[src/rtl/reg_write_pkg.sv]
// Shared definitions for the register write path.
// State encoding and a constant-width helper.
package reg_write_pkg;

  typedef enum logic [1:0] {
    ST_IDLE    = 2'd0,
    ST_BURST   = 2'd1,
    ST_RECOVER = 2'd2
  } state_e;

  function automatic int clog2(input int n);
    int r;
    r = 0;
    while ((1 << r) < n) r++;
    return r;
  endfunction

endpackage

[src/rtl/reg_write_ctrl_decoder.sv]
// Binary index to one-hot register strobe decoder.
// All-zero output when the enable is low.
module reg_index_decoder
  import reg_write_pkg::*;
#(
  parameter int NUM_REGS = 23
) (
  input  logic                        en,
  input  logic [clog2(NUM_REGS)-1:0]  idx,
  output logic [NUM_REGS-1:0]         onehot
);

  localparam int IDX_W = clog2(NUM_REGS);

  // One strobe bit per register, gated by the write enable
  always_comb begin
    onehot = '0;
    for (int i = 0; i < NUM_REGS; i++) begin
      onehot[i] = en && (idx == IDX_W'(i));
    end
  end

endmodule

[src/rtl/reg_write_ctrl.sv]
// Bus-to-register-file write controller.
// Single writes, range errors and wrapping bursts.
module reg_write_ctrl
  import reg_write_pkg::*;
#(
  parameter int              ADDR_W    = 16,
  parameter int              DATA_W    = 32,
  parameter int              NUM_REGS  = 23,
  parameter logic [ADDR_W-1:0] BASE_ADDR = '0,
  parameter int              LEN_W     = 8
) (
  input  logic              clk,
  input  logic              reset,
  input  logic              s_sel,
  input  logic              s_wr,
  input  logic              s_burst,
  input  logic [LEN_W-1:0]  s_len,
  input  logic [ADDR_W-1:0] s_addr,
  input  logic [DATA_W-1:0] s_din,
  output logic              s_ready,
  output logic              s_err,
  output logic [NUM_REGS-1:0] to_reg,
  output logic [DATA_W-1:0] to_data
);

  localparam int IDX_W = clog2(NUM_REGS);

  state_e              state_q, state_d;
  logic [IDX_W-1:0]    idx_q, idx_d;
  logic [LEN_W-1:0]    cnt_q, cnt_d;
  logic [NUM_REGS-1:0] to_reg_q, to_reg_d;
  logic [DATA_W-1:0]   to_data_q, to_data_d;
  logic                err_q, err_d;

  logic [ADDR_W-1:0]   addr_off;
  logic                in_range;
  logic                accept;
  logic                wr_en;
  logic [IDX_W-1:0]    wr_idx;
  logic [IDX_W-1:0]    idx_inc;

  assign s_ready  = (state_q != ST_RECOVER);
  assign accept   = s_sel & s_wr & s_ready;
  assign addr_off = s_addr - BASE_ADDR;
  assign in_range = (s_addr >= BASE_ADDR) &&
                    (addr_off < ADDR_W'(NUM_REGS));

  // Bursts continue from the stored index; IDLE uses the bus address
  assign wr_idx  = (state_q == ST_IDLE) ?
                   addr_off[IDX_W-1:0] : idx_q;
  assign idx_inc = (wr_idx == IDX_W'(NUM_REGS - 1)) ?
                   '0 : wr_idx + IDX_W'(1);

  // Next-state, index/counter and error decisions
  always_comb begin
    state_d = state_q;
    idx_d   = idx_q;
    cnt_d   = cnt_q;
    err_d   = 1'b0;
    wr_en   = 1'b0;
    unique case (state_q)
      ST_IDLE: begin
        if (accept) begin
          if (!in_range) begin
            err_d = 1'b1;
          end else begin
            wr_en = 1'b1;
            if (s_burst && (s_len != '0)) begin
              cnt_d   = s_len;
              idx_d   = idx_inc;
              state_d = ST_BURST;
            end
          end
        end
      end
      ST_BURST: begin
        if (!s_sel) begin
          err_d   = 1'b1;
          state_d = ST_RECOVER;
        end else if (s_wr) begin
          wr_en = 1'b1;
          idx_d = idx_inc;
          cnt_d = cnt_q - LEN_W'(1);
          if (cnt_q == LEN_W'(1)) state_d = ST_RECOVER;
        end
      end
      ST_RECOVER: state_d = ST_IDLE;
      default:    state_d = ST_IDLE;
    endcase
  end

  // Data copy follows the strobe; holds otherwise
  always_comb begin
    to_data_d = wr_en ? s_din : to_data_q;
  end

  reg_index_decoder #(
    .NUM_REGS (NUM_REGS)
  ) u_dec (
    .en     (wr_en),
    .idx    (wr_idx),
    .onehot (to_reg_d)
  );

  // State and registered outputs; reset also drops a pending strobe
  always_ff @(posedge clk) begin
    if (reset) begin
      state_q   <= ST_IDLE;
      idx_q     <= '0;
      cnt_q     <= '0;
      to_reg_q  <= '0;
      to_data_q <= '0;
      err_q     <= 1'b0;
    end else begin
      state_q   <= state_d;
      idx_q     <= idx_d;
      cnt_q     <= cnt_d;
      to_reg_q  <= to_reg_d;
      to_data_q <= to_data_d;
      err_q     <= err_d;
    end
  end

  assign to_reg  = to_reg_q;
  assign to_data = to_data_q;
  assign s_err   = err_q;

endmodule
[config.mk]
export PLATFORM = sky130hd
export DESIGN_NAME = reg_write_ctrl
export DESIGN_NICKNAME = d
export VERILOG_FILES = /design/src/rtl/reg_write_pkg.sv /design/src/rtl/reg_write_ctrl_decoder.sv /design/src/rtl/reg_write_ctrl.sv
export SDC_FILE = /design/constraint.sdc
export NUM_CORES = 1
export LEC_CHECK = 0
export ABC_AREA = 1
export BUFFER_PORTS_ARGS = -buffer_cell sky130_fd_sc_hd__buf_2
export CORE_ASPECT_RATIO = 1.1
export CORE_MARGIN = 2
export CORE_UTILIZATION = 45
export CTS_BUF_LIST = sky130_fd_sc_hd__clkbuf_4 sky130_fd_sc_hd__clkbuf_8
export CTS_CLUSTER_DIAMETER = 200
export CTS_CLUSTER_SIZE = 28
export DETAILED_ROUTE_END_ITERATION = 8
export GPL_TIMING_DRIVEN = 0
export PLACE_DENSITY = 0.87
export RECOVER_POWER = 100
export SLEW_MARGIN = 20
export SYNTH_ARGS = -nofsm -noshare
export SYNTH_HDL_FRONTEND = slang
export SYNTH_HIERARCHICAL = 1
export SYNTH_SLANG_ARGS = --single-unit
[constraint.sdc]
create_clock -name clk -period 1.75 [get_ports clk]
set_input_delay 0.35 -clock clk [delete_from_list [all_inputs] [get_ports clk]]
set_output_delay 0.35 -clock clk [all_outputs]
set_load 0.03 [all_outputs]
==> flow_metrics.env, run 1 <==
export IMPL_path_max_fanout=7
export IMPL_yosysSeqAreaShare_pct=44.0
export IMPL_vias=3283
export IMPL_end_kind="flip-flop"
export IMPL_synth_largest_area_cell="dfxtp_1"
export IMPL_first_iter_violations=113
export IMPL_holdBufCountCts=0
export IMPL_place_congestion=0.815
export IMPL_finalCritPeriodShare_pct=94.8
export IMPL_cts_clk_slew_worst_paths_ns=0.07
export IMPL_antennaDiodeCount=0
export IMPL_drv_slew=0
export IMPL_synth_distinct_cells=30
export IMPL_start_kind="flip-flop"
export IMPL_async_reset_ff_share_pct=0
export IMPL_worst_setup_path_type="flip-flop to flip-flop"
export IMPL_die_w_um=84.8
export IMPL_placed_area_um2=3920
export IMPL_num_rows=32
export IMPL_wl_per_cell_um=11.0
export IMPL_clk_insertion_delay_late_ns=0.34
export IMPL_synthDominantCellAreaShare_pct=44.0
export IMPL_drt_first_pass_iters=4
export IMPL_cp_common_cell="nand2_1"
export IMPL_layout_commonest_cell="nor2_1"
export IMPL_routed_wl_mm=7.80
export IMPL_worst_pin_slew_ns=0.464
export IMPL_detail_route_antenna_nets=0
export IMPL_post_dp_hpwl_mm=6.03
export IMPL_syn_to_final_growth_pct=26.3
export IMPL_pin_count=118
export IMPL_ys_ff_latch=71
export IMPL_dieArea_um2=7870
export IMPL_grt_usage_pct=20.4
export IMPL_min_period_ns=1.66
export IMPL_syn_inst=486
export IMPL_final_cell_mix="162 x nor2_1, 80 x nand2_1, 69 x dfxtp_1"
export IMPL_numPortBuffers=116
export IMPL_place_ws_ns=-0.463
export IMPL_grt_max_degree=17
export IMPL_cp_num_buf_inv=2
export IMPL_ys_warn_count=6
export IMPL_grt_pass1_vias=3175
export IMPL_largest_register_ffs=32
export IMPL_utilization_pct=58.5
export IMPL_die_height_um=92.8
export IMPL_setup_tns_ns=0
export IMPL_cts_tree="done"
export IMPL_grt_overflow=0
export IMPL_syn_nets=551
export IMPL_worst_slack_ns=0.0915
export IMPL_p_per_area_nw_per_um2=730
export IMPL_max_clock_freq_ghz=0.603
export IMPL_fin_area_um2=4080
export IMPL_clkSinkCount=71
export IMPL_maxCapViolations=0
export IMPL_cts_buffer_depth=2
export IMPL_cp_required_ns=1.99
export IMPL_cts_root_buffer="clkbuf_8"
export IMPL_crit_path_top_delay_cell="dfxtp_4"
export IMPL_numCtsBuffers=9
export IMPL_synth_edf_count=0
export IMPL_nets=683
export IMPL_grt_pass1_wl_mm=13.1
export IMPL_hold_violations=0
export IMPL_setup_violations=0
export IMPL_cp_arrival_ns=1.90
export IMPL_r2r_slack_ns=0.09
export IMPL_slowest_delay_ns=0.38
export IMPL_worstPathCellList="nor2_4 -> buf_6 -> nand2_1 -> nand2_4 -> ha_1 -> inv_1 -> nor2_1 -> nand2_2 -> nand2_1 -> nand3_1 -> nand2_1 -> nor2_1"
export IMPL_core_area_um2=6970
export IMPL_syn_mean_instance_area_um2=6.64
export IMPL_drive_above_1_share_pct=17.0
export IMPL_max_slew_margin_pct=69.1
export IMPL_hold_class="primary input to flip-flop"
export IMPL_synth_ff_type="dfxtp_1"
export IMPL_start_util_pct=46.4
export IMPL_power_static_leakage_nw=1.83
export IMPL_clock_skew_final_ns=0.00778
export IMPL_crit_family="simple AND/OR/NAND/NOR gates"
export IMPL_vias_per_cell=4.64
export IMPL_synthTopCellsByArea="dfxtp_1 44%, nor2_1 19%, nand2_1 9.4%"
export IMPL_status="finished, final reports clean"
export IMPL_ir_drop_mv=0.633
export IMPL_antenna_found_initial=0
export IMPL_drc_errors=0
export IMPL_synthesis_area_um2=3230
export IMPL_htree_levels=3
## stage by stage
stage / hold WS, ns / power, mW / instances
global route: 0.253 / 3.10 / 707
detailed placement: 0.469 / 1.87 / 687
CTS: 0.237 / 3.01 / 702
finish: 0.250 / 2.98 / 707
floorplan: 0.455 / 1.77 / 486
global placement: 0.458 / 1.86 / 687
## cell usage after synthesis (3+ instances only)
master	count
dfxtp_1	71
o21ai_2	3
inv_2	5
ha_1	4
o21ai_0	23
nand2_2	3
nand3_1	22
nand2_1	81
buf_2	3
nor2_4	4
nor2_1	162
o21ai_1	14
inv_1	58
nor3_1	3
clkbuf_1	10
nand4_1	3
## worst min-delay path, stage by stage
cell	delay, ns
buf_2	0.07
o21ai_1	0.06
nor2_1	0.07
## worst paths after layout
| check | start | end | cells past startpoint |
|---|---|---|---|
| worst max-delay path | state_q[1]$_SDFFE_PP0P_ | idx_q[1]$_SDFFE_PP0P_ | 12 |
| worst min-delay path | s_din[13] | to_data[13]$_SDFFE_PP0P_ | 3 |
| worst max register to register | state_q[1]$_SDFFE_PP0P_ | idx_q[1]$_SDFFE_PP0P_ | 12 |
| worst min register to register | to_data[23]$_SDFFE_PP0P_ | to_data[23]$_SDFFE_PP0P_ | 2 |
## logic make-up (layout without fill, tap and decap cells)
group / after synthesis / in the layout / share of synthesized area (%)
adder cells (fa/ha/maj): 4 / 4 / 1.55
flip-flops: 71 / 71 / 44.0
AND/OR/NAND/NOR: 285 / 285 / 36.7
buffers and inverters: 78 / 214 / 9.41
XOR/XNOR: 2 / 2 / 0.543
multiplexers: 1 / 1 / 0.310
AO/OA/AOI/OAI: 45 / 45 / 7.52
## repair_timing
item,in CTS,in global routing
buffers inserted,1,5
pin swaps,1,1
endpoints found under the setup margin,19,27
resized for setup,3,8
## report_power, final
part	total [mW]	internal, mW	leakage [nW]	switching (mW)
sequential	1.61	1.61	0.573	0.000316
clock	1.14	0.544	0.0881	0.597
combinational	0.220	0.0932	1.17	0.127
total	2.98	2.25	1.83	0.724
## routing by layer
| metal | track usage [%] | routed length [um] | vias to the layer above | part of all wire, % |
|---|---|---|---|---|
| met4 | 8.99 | 168 | 0 | 2.2 |
| met3 | 4.99 | 377 | 14 | 4.8 |
| met5 | 0 | 0 | - | 0 |
| met1 | 20.8 | 3090 | 1448 | 40 |
| met2 | 38.7 | 4160 | 83 | 53 |
| li1 | - | - | 1738 | - |
## area by class of cell
class | instances | area [um2]
fill | 725 | 2890
multi-input combinational | 337 | 1510
sequential | 71 | 1430
timing repair buffer | 122 | 554
inverter | 64 | 248
clock buffer | 10 | 138
tap | 85 | 106
buffer | 13 | 58.8
clock inverter | 5 | 35.0
No activity file was read; power rests on OpenSTA's default activity.
==> inputs of run 2 (changes only) <==
Settings changed: CORE_MARGIN 2 to 8, PLACE_DENSITY 0.87 to 0.77.
==> flow_metrics.env, run 2 (synthesis gave the netlist of run 1 again) <==
export IMPL_detail_route_antenna_nets=0
export IMPL_drv_slew=0
export IMPL_core_area_um2=6970
export IMPL_start_util_pct=46.4
export IMPL_cp_required_ns=1.99
export IMPL_max_slew_margin_pct=67.2
export IMPL_clock_skew_final_ns=0.00605
export IMPL_grt_max_degree=17
export IMPL_grt_overflow=0
export IMPL_cts_tree="done"
export IMPL_maxCapViolations=0
export IMPL_power_static_leakage_nw=2.08
export IMPL_min_period_ns=1.59
export IMPL_start_kind="flip-flop"
export IMPL_drive_above_1_share_pct=25.4
export IMPL_max_clock_freq_ghz=0.629
export IMPL_cts_root_buffer="clkbuf_8"
export IMPL_end_kind="flip-flop"
export IMPL_die_height_um=105
export IMPL_hold_class="primary input to flip-flop"
export IMPL_grt_pass1_vias=3246
export IMPL_routed_wl_mm=8.34
export IMPL_cp_arrival_ns=1.83
export IMPL_worst_setup_path_type="flip-flop to flip-flop"
export IMPL_first_iter_violations=127
export IMPL_numCtsBuffers=9
export IMPL_numPortBuffers=116
export IMPL_hold_violations=0
export IMPL_final_cell_mix="162 x nor2_1, 111 x buf_2, 78 x nand2_1"
export IMPL_vias=3263
export IMPL_htree_levels=3
export IMPL_grt_pass1_wl_mm=14.1
export IMPL_pin_count=118
export IMPL_nFillCells=712
export IMPL_antennaDiodeCount=0
export IMPL_p_per_area_nw_per_um2=786
export IMPL_ir_drop_mv=0.562
export IMPL_die_w_um=96.8
export IMPL_place_congestion=0.910
export IMPL_grt_usage_pct=16.3
export IMPL_cts_clk_slew_worst_paths_ns=0.08
export IMPL_dp_cells=687
export IMPL_vias_per_cell=4.61
export IMPL_largest_register_ffs=32
export IMPL_drc_errors=0
export IMPL_antenna_found_initial=0
export IMPL_clk_insertion_delay_late_ns=0.34
export IMPL_setup_violations=0
export IMPL_syn_to_final_growth_pct=30.2
export IMPL_finalCritPeriodShare_pct=90.8
export IMPL_cts_buffer_depth=2
export IMPL_layout_commonest_cell="nor2_1"
export IMPL_worst_pin_slew_ns=0.491
export IMPL_nets=683
export IMPL_status="finished, final reports clean"
export IMPL_clkSinkCount=71
export IMPL_total_power_mw=3.31
export IMPL_wl_per_cell_um=11.8
export IMPL_post_dp_hpwl_mm=6.60
export IMPL_dieArea_um2=10100
export IMPL_num_rows=32
export IMPL_final_cells=708
export IMPL_setup_tns_ns=0
export IMPL_drt_first_pass_iters=5
export IMPL_path_max_fanout=7
==> run 2: cell types whose count changed in the layout (fill, tap and decap cells not counted), sizes merged <==
cell / before / now
buf: 68 / 118
clkinv: 6 / 4
clkbuf: 77 / 28
bufinv: 0 / 2
==> run 2: cell type report <==
type,count,area (um2),area share [%]
Clock buffer,11,145,3.45
Sequential cell,71,1430,33.9
Inverter,64,245,5.83
Tap cell,85,106,2.53
Buffer,13,58.8,1.40
Clock inverter,5,81.3,1.93
Multi-Input combinational cell,337,1530,36.3
Timing Repair Buffer,122,617,14.7
==> run 2: worst paths after layout <==
check | slack, ns | cells after the start | start | to
setup reg to reg | 0.16 | 12 | state_q[0]$_SDFFE_PP0P_ | idx_q[1]$_SDFFE_PP0P_
hold reg to reg | 0.48 | 2 | to_data[1]$_SDFFE_PP0P_ | to_data[1]$_SDFFE_PP0P_
setup / recovery | 0.16 | 12 | state_q[0]$_SDFFE_PP0P_ | idx_q[1]$_SDFFE_PP0P_
hold / removal | 0.25 | 3 | s_din[4] | to_data[4]$_SDFFE_PP0P_
==> run 2: metrics by stage <==
| step | area, um2 | setup WS (ns) | hold WS, ns | util, % |
|---|---|---|---|---|
| floorplan | 3230 | 0.0629 | 0.455 | - |
| global placement | 3920 | -0.382 | 0.457 | 56.2 |
| detailed placement | 3920 | -0.409 | 0.466 | 56.2 |
| CTS | 4150 | 0.0524 | 0.241 | 59.6 |
| global route | 4210 | -0.00508 | 0.255 | 60.4 |
| finish | 4210 | 0.160 | 0.253 | 60.4 |
==> run 2: timing repair <==
action | in CTS | in global routing
pin swaps | 1 | 3
gates resized for setup | 3 | 9
hold buffers | 0 | 0
endpoints found under the setup margin | 14 | 28
buffers inserted | 1 | 5
==> run 2: metal layers <==
metal | share of wire [%] | vias up | track usage [%] | wire, um
met5 | 0 | - | 0 | 0
met4 | 1.9 | 0 | 8.47 | 158
met3 | 6.0 | 14 | 4.41 | 504
met2 | 52 | 85 | 29.4 | 4320
met1 | 40 | 1418 | 16.9 | 3350
li1 | - | 1746 | - | -
==> run 2: report_power, final <==
part           internal (mW)  switching, mW  leakage, nW  total, mW
Combinational         0.0958          0.126         1.39      0.222
Clock                  0.858          0.613        0.113       1.47
Sequential              1.61       0.000299        0.572       1.61
Total                   2.57          0.739         2.08       3.31
==> run 2: worst max-delay path: stages (launching register included) <==
cell and delay [ns]:
dfxtp_1 0.39, inv_2 0.09, nand2_2 0.12, nand2_1 0.11, nand2_4 0.12, ha_1 0.15
inv_1 0.04, nor2_1 0.11, nand2_2 0.10, nand2_1 0.07, nand3_1 0.07, nand2_1 0.09
nor2_1 0.04
